===== src/rtl/pe_ctrl_pkg.sv =====
// Shared types and default widths for the PE controller and its tap/channel counter.
package pe_ctrl_pkg;

  localparam int CFG_W_DEF      = 5;
  localparam int PSUM_W_DEF     = 8;
  localparam int PIPE_DEPTH_DEF = 3;

  typedef enum logic [2:0] {
    ST_IDLE  = 3'd0,
    ST_RUN   = 3'd1,
    ST_DRAIN = 3'd2,
    ST_WRITE = 3'd3,
    ST_DONE  = 3'd4
  } state_e;

endpackage


===== src/rtl/pe_tap_ch_counter.sv =====
// Nested tap/channel wrap counter; `last` flags the final tap of the final channel.
module pe_tap_ch_counter
  import pe_ctrl_pkg::*;
#(
  parameter int W = CFG_W_DEF
) (
  input  logic         clk,
  input  logic         rstn,
  input  logic         clr,
  input  logic         inc,
  input  logic [W-1:0] tap_max,
  input  logic [W-1:0] ch_max,
  output logic [W-1:0] tap_idx,
  output logic [W-1:0] ch_idx,
  output logic         last
);

  logic [W-1:0] tap_q, tap_d, ch_q, ch_d;

  always_ff @(posedge clk) begin
    if (!rstn || clr) begin
      tap_q <= '0;
      ch_q  <= '0;
    end else if (inc) begin
      tap_q <= tap_d;
      ch_q  <= ch_d;
    end
  end

  always_comb begin
    tap_d = tap_q + W'(1);
    ch_d  = ch_q;
    if (tap_q == tap_max) begin
      tap_d = '0;
      ch_d  = (ch_q == ch_max) ? '0 : ch_q + W'(1);
    end
  end

  assign tap_idx = tap_q;
  assign ch_idx  = ch_q;
  assign last    = (tap_q == tap_max) && (ch_q == ch_max);

endmodule


===== src/rtl/pe_ctrl_multi.sv =====
// PE MAC-pipeline sequencer: taps x channels per psum, psums per pass, valid/ready psum hand-off.
// Optional PE_CTRL_PERF_CNT_EN adds saturating busy/stall cycle counters.
//
// state    | meaning
// IDLE     | wait for both scratchpads, spad counters held clear
// RUN      | issue one MAC per cycle over all taps/channels
// DRAIN    | wait for in-flight MACs to retire
// WRITE    | present psum until downstream accepts
// DONE     | one-cycle end-of-pass pulse
module pe_ctrl_multi
  import pe_ctrl_pkg::*;
#(
  parameter int CFG_W      = CFG_W_DEF,
  parameter int PSUM_W     = PSUM_W_DEF,
  parameter int PIPE_DEPTH = PIPE_DEPTH_DEF
) (
  input  logic                  clk,
  input  logic                  rstn,
  input  logic                  en,
  input  logic                  flush,
  input  logic                  iact_spad_ready,
  input  logic                  weight_spad_ready,
  input  logic [CFG_W-1:0]      filter_size,
  input  logic [CFG_W-1:0]      num_channels,
  input  logic [PSUM_W-1:0]     num_psums,
  input  logic                  psum_ready,
  output logic                  pipe_en,
  output logic [PIPE_DEPTH-1:0] pipe_valid,
  output logic                  acc_clear,
  output logic [CFG_W-1:0]      tap_idx,
  output logic [CFG_W-1:0]      ch_idx,
  output logic                  psum_valid,
  output logic                  psum_write_cnt_en,
  output logic                  counter_clear,
  output logic                  busy,
`ifdef PE_CTRL_PERF_CNT_EN
  output logic [31:0]           perf_busy_cycles,
  output logic [31:0]           perf_stall_cycles,
`endif
  output logic                  done
);

  state_e                state_q, state_d;
  logic                  iact_seen_q, iact_seen_d, wt_seen_q, wt_seen_d;
  logic [CFG_W-1:0]      fs_max_q, fs_max_d, ch_max_q, ch_max_d;
  logic [PSUM_W-1:0]     np_max_q, np_max_d, psum_cnt_q, psum_cnt_d;
  logic [PIPE_DEPTH-1:0] pv_q, pv_d;
  logic                  cnt_inc, cnt_clr, tc_last;

  assign cnt_clr = en && flush;
  assign cnt_inc = en && !flush && (state_q == ST_RUN);

  pe_tap_ch_counter #(.W(CFG_W)) u_tap_ch (
    .clk     (clk),
    .rstn    (rstn),
    .clr     (cnt_clr),
    .inc     (cnt_inc),
    .tap_max (fs_max_q),
    .ch_max  (ch_max_q),
    .tap_idx (tap_idx),
    .ch_idx  (ch_idx),
    .last    (tc_last)
  );

  always_ff @(posedge clk) begin
    if (!rstn) begin
      state_q     <= ST_IDLE;
      iact_seen_q <= 1'b0;
      wt_seen_q   <= 1'b0;
      fs_max_q    <= '0;
      ch_max_q    <= '0;
      np_max_q    <= '0;
      psum_cnt_q  <= '0;
      pv_q        <= '0;
    end else if (en) begin
      state_q     <= state_d;
      iact_seen_q <= iact_seen_d;
      wt_seen_q   <= wt_seen_d;
      fs_max_q    <= fs_max_d;
      ch_max_q    <= ch_max_d;
      np_max_q    <= np_max_d;
      psum_cnt_q  <= psum_cnt_d;
      pv_q        <= pv_d;
    end
  end

  // Config is stored as last index (value-1) so a programmed 0 behaves as 1.
  always_comb begin
    state_d     = state_q;
    iact_seen_d = iact_seen_q;
    wt_seen_d   = wt_seen_q;
    fs_max_d    = fs_max_q;
    ch_max_d    = ch_max_q;
    np_max_d    = np_max_q;
    psum_cnt_d  = psum_cnt_q;
    pv_d        = pv_q << 1;
    pv_d[0]     = (state_q == ST_RUN);
    case (state_q)
      ST_IDLE: begin
        iact_seen_d = iact_seen_q || iact_spad_ready;
        wt_seen_d   = wt_seen_q || weight_spad_ready;
        if (iact_seen_d && wt_seen_d) begin
          state_d     = ST_RUN;
          iact_seen_d = 1'b0;
          wt_seen_d   = 1'b0;
          fs_max_d    = (filter_size == '0) ? '0 : filter_size - CFG_W'(1);
          ch_max_d    = (num_channels == '0) ? '0 : num_channels - CFG_W'(1);
          np_max_d    = (num_psums == '0) ? '0 : num_psums - PSUM_W'(1);
        end
      end
      ST_RUN:   if (tc_last) state_d = ST_DRAIN;
      ST_DRAIN: if (pv_d == '0) state_d = ST_WRITE;
      ST_WRITE: begin
        if (psum_ready) begin
          if (psum_cnt_q == np_max_q) begin
            psum_cnt_d = '0;
            state_d    = ST_DONE;
          end else begin
            psum_cnt_d = psum_cnt_q + PSUM_W'(1);
            state_d    = ST_RUN;
          end
        end
      end
      ST_DONE:  state_d = ST_IDLE;
      default:  state_d = ST_IDLE;
    endcase
    if (flush) begin
      state_d     = ST_IDLE;
      iact_seen_d = 1'b0;
      wt_seen_d   = 1'b0;
      psum_cnt_d  = '0;
      pv_d        = '0;
    end
  end

  always_comb begin
    pipe_en           = 1'b0;
    acc_clear         = 1'b0;
    psum_valid        = 1'b0;
    psum_write_cnt_en = 1'b0;
    counter_clear     = 1'b0;
    busy              = 1'b1;
    done              = 1'b0;
    case (state_q)
      ST_IDLE: begin
        counter_clear = 1'b1;
        busy          = 1'b0;
      end
      ST_RUN: begin
        pipe_en   = en && !flush;
        acc_clear = (tap_idx == '0) && (ch_idx == '0);
      end
      ST_WRITE: begin
        psum_valid        = 1'b1;
        psum_write_cnt_en = en && !flush && psum_ready;
      end
      ST_DONE: done = 1'b1;
      default: ;
    endcase
  end

  assign pipe_valid = pv_q;

`ifdef PE_CTRL_PERF_CNT_EN
  logic [31:0] busy_cyc_q, stall_cyc_q;
  logic        in_work;

  assign in_work = (state_q == ST_RUN) || (state_q == ST_DRAIN) || (state_q == ST_WRITE);

  always_ff @(posedge clk) begin
    if (!rstn) begin
      busy_cyc_q  <= '0;
      stall_cyc_q <= '0;
    end else if (en) begin
      if (flush) begin
        busy_cyc_q  <= '0;
        stall_cyc_q <= '0;
      end else begin
        if (in_work && (busy_cyc_q != '1)) busy_cyc_q <= busy_cyc_q + 32'd1;
        if ((state_q == ST_WRITE) && !psum_ready && (stall_cyc_q != '1))
          stall_cyc_q <= stall_cyc_q + 32'd1;
      end
    end
  end

  assign perf_busy_cycles  = busy_cyc_q;
  assign perf_stall_cycles = stall_cyc_q;
`endif

endmodule

===== config.mk =====
export PLATFORM = sky130hd
export DESIGN_NAME = pe_ctrl_multi
export DESIGN_NICKNAME = d
export VERILOG_FILES = /design/src/rtl/pe_ctrl_pkg.sv /design/src/rtl/pe_tap_ch_counter.sv /design/src/rtl/pe_ctrl_multi.sv
export SDC_FILE = /design/constraint.sdc
export NUM_CORES = 1
export LEC_CHECK = 0
export ABC_AREA = 1
export BUFFER_PORTS_ARGS = -buffer_cell sky130_fd_sc_hd__buf_2
export CAP_MARGIN = 20
export CELL_PAD_IN_SITES_DETAIL_PLACEMENT = 1
export CELL_PAD_IN_SITES_GLOBAL_PLACEMENT = 1
export CORE_MARGIN = 1.5
export CORE_UTILIZATION = 40
export DETAILED_ROUTE_END_ITERATION = 10
export GPL_TIMING_DRIVEN = 0
export PLACE_DENSITY_LB_ADDON = 0.1
export SLEW_MARGIN = 20
export SYNTH_ARGS = -nofsm -noshare
export SYNTH_HDL_FRONTEND = slang
export SYNTH_SLANG_ARGS = --single-unit

===== constraint.sdc =====
create_clock -name clk -period 3.04 [get_ports clk]
set_input_delay 0.152 -clock clk [delete_from_list [all_inputs] [get_ports clk]]
set_output_delay 0.152 -clock clk [all_outputs]
set_load 0.02 [all_outputs]

==> Word level (Yosys, flattened, before mapping) <==
Cells that the tools add are included.
{ "totals": {"ff_bits": 44, "in_bits": 25, "out_inout_bits": 20} }
{ "op_classes": {"addsub": 6, "eq_ne": 11, "n_mux": 30, "reduce_logical": 27} }
{ "op_table": {"columns": ["operator", "count"], "rows": [
  ["8-bit two-way mux", 5],
  ["3-bit two-way mux", 7],
  ["5-bit logical NOT", 4],
  ["5-bit two-way mux", 4],
  ["1-bit two-way mux", 13],
  ["3-bit inequality test, second input constant", 4],
  ["3-bit case mux with 4 select lines", 1],
  ["5-bit by 1-bit adder with 5-bit output, second input constant", 2],
  ["5-bit == test", 2],
  ["5-bit by 1-bit subtractor with 5-bit output, second input constant", 2],
  ["8-bit by 1-bit adder with 8-bit output, second input constant", 1],
  ["8-bit == test", 1],
  ["8-bit logical NOT", 1],
  ["8-bit by 1-bit subtractor with 8-bit output, second input constant", 1],
  ["1-bit logical AND", 7],
  ["3-bit by 2-bit == test with 1-bit output, second input constant", 2],
  ["3-bit logical NOT", 2],
  ["3-bit AND reduction", 2],
  ["2-bit nonzero test", 3],
  ["5-bit AND reduction", 1],
  ["2-bit AND reduction", 2],
  ["3-bit by 1-bit == test with 1-bit output, second input constant", 1],
  ["3-bit == test, second input constant", 1],
  ["1-bit logical OR", 3],
  ["1-bit logical NOT", 2]
]} }

==> Longest topological paths before layout <==
{ "logic_depth": {"depth_word": 5, "depth_mapped": 12, "ltp_nobuf": 12} }

==> Modules after synthesis <==
From an unflattened synthesis, not the netlist that was laid out.
{ "hier_totals": {"cells_unflattened": 425, "area_unflattened_um2": 2725.1} }
{ "modules_own_cells": {"columns": ["module", "n_inst", "cells_each", "area_per_inst_um2"], "rows": [
  ["pe_ctrl_multi", 1, 304, 1990.7],
  ["pe_tap_ch_counter", 1, 121, 734.5]
]} }

==> Least setup slack after synthesis <==
No wires, ideal clock.
{ "synth_timing": {"path_type": "register to register", "from": "register state_q[0]", "to": "register psum_cnt_q[7]", "setup_ns": 0.072, "t_arrival_ns": 1.667, "required_time_ns": 2.968, "slack_ns": 1.302, "stages_incl_launch_ff": 7, "synth_period_minus_slack_ns": 1.738, "path_cell_list": "dfxtp_1 inv_1 nor3_2 nand3_1 nor2_2 nand4_1 a21oi_1"} }
{ "synth_between": {"elab_chain_len": 3} }
{ "synth_lines": {"columns": ["element", "line", "text"], "rows": [
  ["start, declared", "pe_ctrl_multi.sv:43", "state_e state_q, state_d;"],
  ["start signal, assigned", "pe_ctrl_multi.sv:76", "state_q <= state_d;"],
  ["3-bit by 2-bit == test with 1-bit output", "pe_ctrl_multi.sv:98", "case (state_q)"],
  ["2-bit nonzero test (no source line)", null, null],
  ["3-bit AND reduction (no source line)", null, null],
  ["end signal, assigned", "pe_ctrl_multi.sv:82", "psum_cnt_q <= psum_cnt_d;"],
  ["end, declared", "pe_ctrl_multi.sv:46", "logic [PSUM_W-1:0] np_max_q, np_max_d, psum_cnt_q, psum_cnt_d;"]
]} }
Every way passes these cells.
A chain may end at the register's enable or synchronous reset.

==> Worst setup path after layout <==
{ "layout_timing": {"from": "register state_q[0]", "to": "output port psum_write_cnt_en"} }
{ "layout_between": {"elab_chain_len": 2} }
{ "layout_lines": {"columns": ["element", "line", "text"], "rows": [
  ["3-bit by 2-bit == test with 1-bit output", "pe_ctrl_multi.sv:144", "case (state_q)"],
  ["1-bit two-way mux", "pe_ctrl_multi.sv:144", null],
  ["end, declared", "pe_ctrl_multi.sv:33", "output logic psum_write_cnt_en,"]
]} }
Every way passes these cells.

==> parameters.txt <==
Parameter                              Value

Outcome
  Status    complete, no violations

Finish
  Antenna diodes    0
  Most frequent standard cell in the layout excluding fill and tap cells    nand2_1
  Fill cells    just under 900
  Commonest cells after routing, fill and taps aside    nand2_1, inv_1, buf_2, dfxtp_1, nor2_1
  Signed area change from the synthesized netlist to the final layout    16.11%
  Final net count    ~460
  Utilization of the core after routing    0.4754
  Fraction of layout cells with a size suffix above 1    0.1488
  Final design area excluding fillers    0.002984 mm²

Logic synthesis
  Net count after synthesis    414
  Post-synth top flop    dfxtp_1
  Mapped Cells    380
  Mapped cell area    0.002570 mm²
  Number of flops mapped to enable cells by yosys    0
  Part of the Yosys area used for sequential elements    0.3427
  Total of warnings raised by yosys    0
  Share of async-settable or async-resettable flops after synthesis    0
  Flop and latch count out of synthesis    44
  Mean Syn Cell Area    roughly 6.8 µm²
  Unique masters post-synth    32

Drt
  Total iterations of the first detailed-routing run    4
  Detailed Route WL    between 6000 and 7000 µm
  Vias/cell    between 5 and 6
  Post-detailed-route wirelength per cell    roughly 13 µm
  Met1 Routed Length    3322 µm
  Initial DRC count    66
  Highest Signal Layer    met4
  Length of routed met3 wiring    204 µm
  Met2 WL post-DR    3110 µm
  Final ANT Viol Nets    0
  Number of DRC violations after detailed routing    0
  Vias after detailed routing    2546

Global route
  All-Layer GR Usage    0.2055
  First-pass GRT wire length    11740 µm
  Number of antenna violations at the first check in global routing    0
  Maximum number of pins on one net before global-route repair    14
  Overflow left after global routing    0
  Via count of the first global-routing pass    2557

Floorplan
  Height of the die    83.16 µm
  Row Count    29
  Boundary Pins    45
  Core area    0.006277 mm²
  Overall die width    83.16 µm
  Initial core utilization    0.4094
  Die area    0.006915 mm²

Critical path
  Total number of cells along the worst setup path    5
  Highest net fanout along the worst path    6
  Critical path's slowest cell    dfxtp_1
  Critical path arrival    1.70 ns
  Count of buffering cells on the critical path with inverters included    2
  Cell family with most CP delay    simple AND/OR/NAND/NOR gates
  Critical Path, Cell by Cell    inv_1 > nor3_2 > nand3_1 > nor2_2 > buf_2
  Type of the setup path with the least slack    reg -> out
  Delay of the slowest cell on the worst path    0.48 ns
  Critical Path End Type    primary output
  Worst Reg2Reg Path Length in Cells    8
  Required time of the worst setup path    2.89 ns
  Category of the worst setup path launch point    flop

Pwr
  Switching part of the total power    0.2897
  Total design power    about 0.0013 W
  Internal power    0.0009126 W
  Part of the power in combinational logic    0.175
  Portion of total power attributed to the clock network    0.350
  Sequential share of power    0.475
  Net Switching    0.0003723 W
  Reported leakage power    1.337 nW
  Peak supply drop    between 0.00015 and 0.0002 V
  Power per cell area    430.6 mW/mm²

Clocking
  CTS root buf    clkbuf_8
  Clock input transition at the sequential cells of the worst setup and hold paths    0.09 ns
  Worst-case clock buffer depth    2
  Post-CTS Repair Setup Buffers    0
  Clock latency at the later pin of the worst-skew pair    0.30 ns
  Number of gates resized after CTS    0
  Hold_buf cts    0
  TritonCTS buffer count    5
  Maximum level of the CTS H-tree    2
  Sink Count    44
  Clock tree from TritonCTS    built

Worst hold path
  HP Class    in -> reg
  Depth of the worst hold-timing path    4

Run
  # Max-Cap Violations    0

Timing
  Total setup violations reported at the end of the flow    0
  Setup repair after global routing missed its margin    no
  Share of the clock period used by the worst path after layout    0.6088
  Number of pins with negative max-slew slack in the final report    0
  Total Negative Setup Slacks    0 ns
  Final Skew    0.01397 ns
  Crit path time final    ~1.9 ns
  Actual transition at the worst max-transition pin    roughly 0.53 ns
  Worst max-slew margin expressed relative to the limit    0.6468
  Maximum frequency from static timing analysis    approximately 540 MHz
  Final hold violations    0

Placed design
  Area post-placement    0.002877 mm²
  Dpl hpwl    5333 µm
  IO buf count    42
  Final estimated routing congestion in global placement    0.7735
## logic make-up after synthesis
logic type,after synthesis,share of synthesized area
adders and majority gates,9,0.04382
xor gates and xnor gates,24,0.08179
buffers and inverters,55,0.08130
DFF,44,0.3427
and+or+nand+nor,195,0.3393
AOI/OAI and AO/OA,53,0.1110
## final cells by class
cell class | count | area, µm² | share of cell area
buffer | 6 | 25.02 | 0.008386
tap | 77 | 96.34 | 0.03229
sequential | 44 | 880.8 | 0.2952
clock buffer | 6 | 72.57 | 0.02432
timing repair buffer | 42 | 210.2 | 0.07044
inverter | 49 | 183.9 | 0.06164
multi-input combinational | 281 | 1480 | 0.4960
clock inverter | 2 | 35.03 | 0.01174
## stage by stage
| stage | cells | hold WS, ns | worst slack (ns) |
|---|---|---|---|
| global route | 507 | 0.1867 | 1.018 |
| floorplan | 380 | 0.3337 | 1.302 |
| detailed placement | 499 | 0.4615 | 1.228 |
| CTS | 507 | 0.1643 | 1.175 |
| global placement | 499 | 0.4462 | 1.265 |
| finish | 507 | 0.1664 | 1.189 |
## layer usage
| metal | GRT usage | vias up |
|---|---|---|
| li1 | - | 1311 |
| met1 | 0.2823 | 1190 |
| met2 | 0.3437 | 41 |
| met3 | 0.03181 | 4 |
| met4 | 0.04091 | 0 |
| met5 | 0 | - |
## Yosys cell counts (2+ instances only)
library cell / number / area share
a211oi_1: 2 / 0.0058
a21oi_1: 34 / 0.066
a22oi_1: 2 / 0.0058
a31oi_1: 2 / 0.0049
buf_2: 2 / 0.0039
clkbuf_1: 4 / 0.0058
dfxtp_1: 44 / 0.34
ha_1: 9 / 0.044
inv_1: 45 / 0.066
inv_2: 3 / 0.0044
nand2_1: 104 / 0.15
nand3_1: 20 / 0.039
nand4_1: 7 / 0.017
nor2_1: 41 / 0.060
nor2_4: 3 / 0.013
nor3_1: 9 / 0.018
nor3b_1: 2 / 0.0058
o21a_1: 2 / 0.0058
o21ai_0: 10 / 0.019
xnor2_1: 13 / 0.044
xor2_1: 11 / 0.037
## power groups by stage
| stage | registers [W] | logic (W) | clock network, W |
|---|---|---|---|
| 6_report | 0.000610 | 0.000225 | 0.000450 |
| 4_1_cts | 0.000610 | 0.000230 | 0.000461 |
| 5_1_grt | 0.000613 | 0.000257 | 0.000477 |
| 2_1_floorplan | 0.000621 | 0.000154 | 0 |
| 3_5_place_dp | 0.000624 | 0.000229 | 0 |
| 3_3_place_gp | 0.000623 | 0.000222 | 0 |
## sequential cells by signal, indices dropped and copies added, names as in the netlist
signal	flops
psum_cnt_q	8
np_max_q	8
wt_seen_q	1
ch_max_q	5
u_tap_ch.ch_idx	5
pipe_valid	3
fs_max_q	5
iact_seen_q	1
state_q	3
u_tap_ch.tap_idx	5
## path summary, 6_finish.rpt
path / end / slack, ns / startpoint
max reg2reg: u_tap_ch.ch_idx[2]$_SDFFE_PP0P_ / 1.24 / state_q[1]$_SDFFE_PN0P_
min: ch_max_q[0]$_SDFFE_PN0P_ / 0.17 / num_channels[0]
min reg2reg: iact_seen_q$_SDFFE_PN0P_ / 0.47 / iact_seen_q$_SDFFE_PN0P_
max: psum_write_cnt_en / 1.19 / state_q[0]$_SDFFE_PN0P_
## tightest hold or removal path, delay by kind of cell
kind,cells,cell delay [ns]
simple gates,1,0.06
buf+inv,2,0.14
compound gates,1,0.05
No activity file was read; power rests on OpenSTA's default activity.
